--- config.mk ---
export PLATFORM = sky130hd
export DESIGN_NAME = mac_accumulator
export DESIGN_NICKNAME = d
export VERILOG_FILES = /design/src/rtl/mac_pkg.sv /design/src/rtl/mac_accumulator_sat_adder.sv /design/src/rtl/mac_accumulator.sv
export SDC_FILE = /design/constraint.sdc
export NUM_CORES = 1
export LEC_CHECK = 0
export BUFFER_PORTS_ARGS = -buffer_cell sky130_fd_sc_hd__buf_2
export CAP_MARGIN = 20
export CORE_MARGIN = 2
export CORE_UTILIZATION = 58
export DETAILED_ROUTE_END_ITERATION = 7
export GPL_ROUTABILITY_DRIVEN = 1
export PLACE_DENSITY = 0.84
export RECOVER_POWER = 100
export SLEW_MARGIN = 20
export SYNTH_ARGS = -nofsm -noshare
export SYNTH_HDL_FRONTEND = slang
export SYNTH_HIERARCHICAL = 1
export SYNTH_SLANG_ARGS = --single-unit
export TNS_END_PERCENT = 100
--- constraint.sdc ---
create_clock -name clk -period 4.92 [get_ports clk]
set_input_delay 0.246 -clock clk [delete_from_list [all_inputs] [get_ports clk]]
set_output_delay 0.246 -clock clk [all_outputs]
set_load 0.01 [all_outputs]
--- src/rtl/mac_pkg.sv ---
// Shared definitions for the MAC accumulator: FSM encoding, default widths
// and the saturating add used by the accumulator datapath.
package mac_pkg;

  localparam int PROD_W_DEF = 8;
  localparam int ACC_W_DEF  = 12;

  typedef enum logic [1:0] {
    S_IDLE  = 2'b00,
    S_ACCUM = 2'b01,
    S_DONE  = 2'b10
  } state_t;

  // Adds at w+1 bits; bit 32 of the result flags a clamp to 2^w-1.
  // Operands must already fit in w bits, so the carry lands exactly on bit w.
  function automatic logic [32:0] sat_add(input logic [31:0] a,
                                          input logic [31:0] b,
                                          input int          w);
    logic [32:0] s;
    logic [32:0] lim;
    s   = {1'b0, a} + {1'b0, b};
    lim = (33'd1 << w) - 33'd1;
    if (s[w]) return {1'b1, lim[31:0]};
    return {1'b0, s[31:0]};
  endfunction

endpackage

--- src/rtl/mac_accumulator_sat_adder.sv ---
// Combinational saturating adder: acc + prod clamped to all ones on carry out.
module sat_adder
  import mac_pkg::*;
#(
  parameter int PROD_W = PROD_W_DEF,
  parameter int ACC_W  = ACC_W_DEF
) (
  input  logic [ACC_W-1:0]  acc,
  input  logic [PROD_W-1:0] prod,
  output logic [ACC_W-1:0]  sum,
  output logic              sat
);

  logic [32:0] r;
  logic        unused_hi;

  always_comb r = sat_add(32'(acc), 32'(prod), ACC_W);

  assign sum       = r[ACC_W-1:0];
  assign sat       = r[32];
  assign unused_hi = ^r[31:ACC_W];

endmodule

--- src/rtl/mac_accumulator.sv ---
// Saturating dot-product accumulator fed by the multiplier's product stream.
// Handshake: a product is taken on a rising edge where prod_valid && prod_ready.
module mac_accumulator
  import mac_pkg::*;
#(
  parameter int PROD_W  = PROD_W_DEF,
  parameter int ACC_W   = ACC_W_DEF,
  parameter int N_TERMS = 4,
  parameter int CNT_W   = 8
) (
  input  logic              clk,
  input  logic              rst_n,
  input  logic              start,
  input  logic              prod_valid,
  input  logic [PROD_W-1:0] prod,
  output logic              prod_ready,
  output logic [ACC_W-1:0]  acc,
  output logic              busy,
  output logic              done,
  output logic              ovf,
  output logic [CNT_W-1:0]  count
);

  state_t           state;
  logic [ACC_W-1:0] sum;
  logic             sat;
  logic             accept;

  sat_adder #(.PROD_W(PROD_W), .ACC_W(ACC_W)) u_sat_adder (
    .acc  (acc),
    .prod (prod),
    .sum  (sum),
    .sat  (sat)
  );

  // Ready depends on state alone so upstream never sees a comb path from valid.
  assign prod_ready = (state == S_ACCUM);
  assign busy       = (state == S_ACCUM);
  assign accept     = prod_valid && prod_ready;

  always_ff @(posedge clk or negedge rst_n) begin
    if (!rst_n) begin
      state <= S_IDLE;
      acc   <= '0;
      count <= '0;
      ovf   <= 1'b0;
      done  <= 1'b0;
    end else begin
      done <= 1'b0;
      case (state)
        S_IDLE: begin
          if (start) begin
            state <= S_ACCUM;
            acc   <= '0;
            count <= '0;
            ovf   <= 1'b0;
          end
        end
        S_ACCUM: begin
          if (accept) begin
            count <= count + CNT_W'(1);
            acc   <= sum;
            if (sat) ovf <= 1'b1;
            if (count == CNT_W'(N_TERMS - 1)) begin
              state <= S_DONE;
              done  <= 1'b1;
            end
          end
        end
        S_DONE: begin
          // A start here chains straight into the next transaction.
          if (start) begin
            state <= S_ACCUM;
            acc   <= '0;
            count <= '0;
            ovf   <= 1'b0;
          end else begin
            state <= S_IDLE;
          end
        end
        default: state <= S_IDLE;
      endcase
    end
  end

endmodule

# Yosys cells after proc, flatten, opt, wreduce, memory -nomap -nowiden
# Cells that the tools add are included.
totals:
  reg_bits: 24
  input_bits: 12
  out_inout_bits: 24
  wordCells: 43
op_classes:
  n_addsub: 2
  eq_ne: 8
  mux: 21
  reduce_logical: 7
op_table:
  columns: ["op", "n"]
  rows:
  - ["33-bit 2-to-1 mux", 2]
  - ["12-bit 2-to-1 mux", 2]
  - ["12-bit one-hot mux with 2 select lines", 1]
  - ["8-bit 2-to-1 mux", 2]
  - ["8-bit one-hot mux with 2 select lines", 1]
  - ["12-bit by 8-bit adder with 13-bit output", 1]
  - ["8-bit by 1-bit adder with 8-bit output, second input constant", 1]
  - ["8-bit by 2-bit equality test with 1-bit output, second input constant", 1]
  - ["1-bit 2-to-1 mux", 8]
  - ["2-bit by 1-bit inequality test with 1-bit output, second input constant", 4]
  - ["2-bit 2-to-1 mux", 3]
  - ["2-bit one-hot mux with 3 select lines", 1]
  - ["3-bit AND reduction", 2]
  - ["4-bit AND reduction", 1]
  - ["2-bit by 1-bit equality test with 1-bit output, second input constant", 1]
  - ["2-bit equality test, second input constant", 1]
  - ["2-bit logical NOT", 1]
  - ["2-bit inequality test, second input constant", 1]
  - ["1-bit one-hot mux with 2 select lines", 1]
  - ["2-bit nonzero test", 1]
  - ["2-bit OR reduction", 1]
  - ["1-bit logical AND", 1]

# Depth between registers and ports, before layout
depth:
  ltp_word: 6
  mapped_depth: 8
  depth_no_buf: 8

# By module
# The synthesis kept the hierarchy.
modules_own_cells:
  columns: ["mod", "n_inst", "cells_per_inst", "area_each_um2", "seq_area_each_um2"]
  rows:
  - ["mac_accumulator", 1, 112, 1092.3, 600.6]
  - ["sat_adder", 1, 71, 540.5, 0.0]

# Least setup slack after synthesis
# Ideal clock, no wire load.
synth_path:
  kind: "reg2reg"
  start: "register acc[0]"
  end: "register acc[8]"
  setup_time_ns: 0.117
  t_arrival_ns: 1.974
  required_time_ns: 4.803
  setup_slack_ns: 2.829
  path_stages_with_launch: 9
  path_buffers: 0
  period_less_slack_ns: 2.091
  path_cell_list: "dfrtp_1 > ha_1 > fa_1 > a31oi_2 > and2_4 > o21a_1 > mux2_4 > nand2_1 > nand2_1"
synth_between:
  elab_chain_cells: 5
synth_rtl:
  columns: ["element", "line_no", "rtl"]
  rows:
  - ["start, declared", "mac_accumulator.sv:17", "output logic [ACC_W-1:0] acc,"]
  - ["start signal, assigned", "mac_accumulator.sv:62", "acc <= sum;"]
  - ["12-bit by 8-bit adder with 13-bit output *", "mac_pkg.sv:21", "s = {1'b0, a} + {1'b0, b};"]
  - ["1-bit 2-to-1 mux", "mac_pkg.sv:23", "if (s[w]) return {1'b1, lim[31:0]};"]
  - ["33-bit 2-to-1 mux *", "mac_pkg.sv:24", "return {1'b0, s[31:0]};"]
  - ["named net sum[8]", "mac_accumulator.sv:25", "logic [ACC_W-1:0] sum;"]
  - ["12-bit 2-to-1 mux *", "mac_accumulator.sv:60", "if (accept) begin"]
  - ["12-bit one-hot mux with 2 select lines *", "mac_accumulator.sv:50", "case (state)"]
# Mark *: on every way through the listed nets, which the timed path passes. The rest lies on a longest branch. The select of a mux whose other input is x is not followed.
# A chain may end at the register's enable or synchronous reset.

# Worst setup path after layout
layout_path:
  start: "register acc[0]"
  end: "register acc[9]"
# Same word-level chain as after synthesis.

==> flow_summary_export.csv <==
group,metric,value,unit
die,floorplan.initialDensity,0.6025,
synthesis,synth_adder_area_share,0.08123,
clocking,numCtsBuffers,3,
final_layout,n_fill_cell,257,
clocking,cts_tree,"yes",
synthesis,yosysSeqAreaShare,0.3678,
placed_design,placed_area,1799,µm²
sta,min_period_over_period,0.4950,
synthesis,syn_area,1633,µm²
setup_path,r2r.worst_path.cells,8,
clocking,cts-resized-gates,0,
die,design.die.area,3256,µm²
grt,gr-total-overflow,0,
final_layout,final-instance-count-excl-fill,246,
setup_path,max_stage_delay,0.46,ns
final_layout,area_of_the_multi_input_gates,925.9,µm²
sta,maxSlewViolCount,0,
route,avg_vias_per_cell,6.159,
clocking,cts.root.buffer_cell,"sky130_fd_sc_hd__clkbuf_4",
route,wirelength,4019,µm
setup_path,r2r_start,"acc[0]$_DFFE_PN0P_",
run_status,status,"finished, final reports clean",
die,ios,36,
clocking,postCtsSetupBuffers,0,
setup_path,required,5.16,ns
setup_path,timing.critical_path.buf_inv,0,
route,route.vias.total,1515,
sta,final-setup-viol-count,0,
sta,setup_repair_after_global_routing_missed_its_margin,"no",
synthesis,ys.flop_type,"sky130_fd_sc_hd__dfrtp_1",
synthesis,postSynthAreaPerCell,8.922,µm²
worst_hold_path,min-delay-path-class,"in2reg",
placed_design,dp.cells,241,
sta,max-slew-margin-rel,0.1345,
sta,max_slew.worst_pin.slew,1.298,ns
die,rows,19,
clocking,clkTransAtPathRegs,0.15,ns
sta,final-hold-violation-count,0,
synthesis,muxShareOfSynthArea,0.02759,
placed_design,dp_worst_setup_slack,2.612,ns
setup_path,critical_path_cell_count,8,
route,dr.pass1.iters,4,
synthesis,yosys_warnings,6,
synthesis,postSynthCellCount,183,
sta,fin_tns_setup,0,ns
final_layout,fraction_of_layout_cells_with_a_size_suffix_above_1,0.08372,
setup_path,critical-path-top-cell-by-count,"sky130_fd_sc_hd__nand2_1",
sta,timing.final.ws_setup,2.485,ns
sta,finalCriticalPeriod,2.435,ns
placed_design,detailedPlacementHpwl,2919,µm
clocking,worst_skew_pair.late_latency,0.33,ns
setup_path,critical_path.slowest_cell,"sky130_fd_sc_hd__a221o_1",
final_layout,area_delta_synth_final,9.425,%
grt,gr-usage-all-layers,0.2634,
worst_hold_path,worstHoldEndpoint,"state[0]$_DFFE_PN0P_",
grt,grt_pass1_vias,1461,
grt,pin_count_of_the_biggest_net_entering_global_routing,25,
power_and_ir_drop,cellLeakagePower,0.8768,nW
clocking,clock_path_buffers,2,
setup_path,path_cells,"ha_1 > fa_1 > a31oi_1 > a221o_1 > and3_1 > a21oi_1 > nand2_1 > nand2_1",
clocking,htreeDepth,1,
flow_run,cap_violations,0,
final_layout,final_core_utilization,0.6593,
route,drt_first_iter_violations,86,
route,drt_drc_violations_left,0,
synthesis,combinational_family_with_the_most_area_after_synthesis,"simple AND/OR/NAND/NOR gates",
worst_hold_path,hold-path-cell-count,3,
route,drt.antenna.violating_nets,0,
synthesis,synth_async_sr_flop_share,1.000,
synthesis,synth_enable_flop_cells,0,
worst_hold_path,hold_path.startpoint,"prod_valid",
final_layout,n_antenna_cell,0,
setup_path,regToRegEndpoint,"acc[9]$_DFFE_PN0P_",
clocking,cts_num_sinks,24,
sta,fmax,0.4106,GHz
final_layout,fin_area,1787,µm²
die,horizontal_die_dimension,57.06,µm
final_layout,ff_latch_area,600.6,µm²
synthesis,ys_types,46,
die,core_area,2710,µm²
setup_path,worst-setup-path-type,"reg2reg",
power_and_ir_drop,ir_worst_vdd,0.3813,mV
placed_design,io_buffers,35,
setup_path,ff2ff_setup_slack,2.48,ns
setup_path,critPathArrivalTime,2.67,ns
setup_path,worst_setup_path_start_kind,"flip-flop",
setup_path,cp_top_family,"compound AO/OA/AOI/OAI gates",
final_layout,final_nets,238,
setup_path,timing.critical_path.fanout_max,11,
synthesis,post_synth_and_or_nand_nor_area_fraction,0.2759,
route,wl_cell,16.34,µm
synthesis,synth-compound-area-share,0.1824,
synthesis,ys_seq_elements,24,
setup_path,crit_path_end_kind,"flip-flop",
grt,grt_pass1_wl,6637,µm
synthesis,synth_area_in_xor_xnor,0.02682,
synthesis,syn_nets,205,
sta,skew,0.02170,ns
placed_design,place.gp.congestion,0.8207,
grt,grt_antenna_before_repair,0,
die,die-height,57.06,µm
power_and_ir_drop,power-per-cell-area,581.8,nW/µm²
## Yosys cell counts, types with 2 or more instances
library cell / number / area [µm²]
sky130_fd_sc_hd__nand2b_1: 6 / 37.54
sky130_fd_sc_hd__and3_1: 3 / 18.77
sky130_fd_sc_hd__mux2i_1: 3 / 30.03
sky130_fd_sc_hd__buf_4: 3 / 22.52
sky130_fd_sc_hd__buf_2: 5 / 25.02
sky130_fd_sc_hd__xnor2_1: 2 / 17.52
sky130_fd_sc_hd__dfrtp_1: 24 / 600.6
sky130_fd_sc_hd__nand3_1: 20 / 100.1
sky130_fd_sc_hd__ha_1: 9 / 112.6
sky130_fd_sc_hd__a211oi_1: 2 / 15.01
sky130_fd_sc_hd__nor3_1: 3 / 15.01
sky130_fd_sc_hd__a21o_1: 5 / 37.54
sky130_fd_sc_hd__nand4_1: 2 / 12.51
sky130_fd_sc_hd__inv_1: 4 / 15.01
sky130_fd_sc_hd__a21oi_1: 10 / 50.05
sky130_fd_sc_hd__xor2_1: 3 / 26.28
sky130_fd_sc_hd__a21oi_2: 3 / 26.28
sky130_fd_sc_hd__nand2_1: 38 / 142.6
sky130_fd_sc_hd__o21ai_0: 5 / 25.02
sky130_fd_sc_hd__nor2_1: 2 / 7.510
sky130_fd_sc_hd__or3_1: 3 / 18.77
sky130_fd_sc_hd__nor2b_1: 3 / 18.77
sky130_fd_sc_hd__a211oi_2: 2 / 25.02
## stage by stage
| step | power, W | hold WS [ns] |
|---|---|---|
| 6_report | 0.001039 | 0.2489 |
| 5_1_grt | 0.001121 | 0.2453 |
| 4_1_cts | 0.001072 | 0.2594 |
| 3_5_place_dp | 0.0009224 | 0.2644 |
| 3_3_place_gp | 0.0008918 | 0.2561 |
| 2_1_floorplan | 0.0007613 | -0.04959 |
## layout make-up
cell class	instances	share of cell area
clock buffer	3	0.01261
clock inverter	1	0.01681
inverter	4	0.008403
multi-input combinational	147	0.5182
sequential	24	0.3361
tap	31	0.02171
timing repair buffer	36	0.08613
## worst min-delay path, stage by stage
cell,delay [ns]
sky130_fd_sc_hd__buf_2,0.11
sky130_fd_sc_hd__nand3_1,0.07
sky130_fd_sc_hd__a21o_1,0.11
## cell usage in the layout, fill, tap and decap left out, types with 2 or more instances in the layout
cell | synthesis | layout
sky130_fd_sc_hd__clkbuf_1 | 0 | 25
sky130_fd_sc_hd__and3_1 | 3 | 3
sky130_fd_sc_hd__dfrtp_1 | 24 | 24
sky130_fd_sc_hd__nand2_1 | 38 | 38
sky130_fd_sc_hd__nand3_1 | 20 | 20
sky130_fd_sc_hd__clkbuf_4 | 0 | 3
sky130_fd_sc_hd__xnor2_1 | 2 | 2
sky130_fd_sc_hd__mux2i_1 | 3 | 3
sky130_fd_sc_hd__inv_1 | 4 | 4
sky130_fd_sc_hd__a21oi_1 | 10 | 11
sky130_fd_sc_hd__nor2_1 | 2 | 2
sky130_fd_sc_hd__buf_2 | 5 | 10
sky130_fd_sc_hd__or3_1 | 3 | 3
sky130_fd_sc_hd__ha_1 | 9 | 9
sky130_fd_sc_hd__a21o_1 | 5 | 5
sky130_fd_sc_hd__a211oi_1 | 2 | 4
sky130_fd_sc_hd__a221oi_1 | 1 | 2
sky130_fd_sc_hd__o21ai_0 | 5 | 5
sky130_fd_sc_hd__nand2b_1 | 6 | 7
sky130_fd_sc_hd__a31oi_1 | 1 | 2
sky130_fd_sc_hd__a21oi_2 | 3 | 2
sky130_fd_sc_hd__nor2b_1 | 3 | 3
sky130_fd_sc_hd__xor2_1 | 3 | 3
sky130_fd_sc_hd__nor3_1 | 3 | 3
sky130_fd_sc_hd__nand4_1 | 2 | 2
## routing by layer
metal  track usage  wire length [µm]  vias up
li1              -                 -      719
met1        0.3481              1731      738
met2        0.4417              2055       51
met3       0.03175               172        7
met4        0.1063                61        0
met5             0                 0        -
## where the power goes
| group | switching, W | total (W) | internal, W |
|---|---|---|---|
| clock | 0.0000642 | 0.000147 | 0.0000824 |
| sequential | 0.0000722 | 0.000328 | 0.000256 |
| combinational | 0.000341 | 0.000565 | 0.000223 |
| total | 0.000478 | 0.00104 | 0.000562 |
## state kept, by name, indices dropped and copies added (netlist names)
name   flops
done       1
acc       12
state      2
ovf        1
count      8
## cell families after synthesis
logic type / count (synthesis)
compound gates: 40
simple gates: 88
flops: 24
mux: 4
xor+xnor: 5
buf+inv: 12
fa+ha+maj: 10
## worst max path at each step
stage | from | to
final | acc[0]$_DFFE_PN0P_ | acc[9]$_DFFE_PN0P_
after global routing | acc[0]$_DFFE_PN0P_ | acc[9]$_DFFE_PN0P_
after CTS | acc[0]$_DFFE_PN0P_ | acc[9]$_DFFE_PN0P_
after detailed placement | acc[0]$_DFFE_PN0P_ | acc[9]$_DFFE_PN0P_
after global placement | acc[0]$_DFFE_PN0P_ | acc[9]$_DFFE_PN0P_
after floorplan | acc[0]$_DFFE_PN0P_ | acc[8]$_DFFE_PN0P_
## repair_timing
item,in CTS,in global routing
hold endpoints to repair,24,0
hold buffers,1,0
setup endpoints to repair,0,0
(Power assumes the default switching activity.)
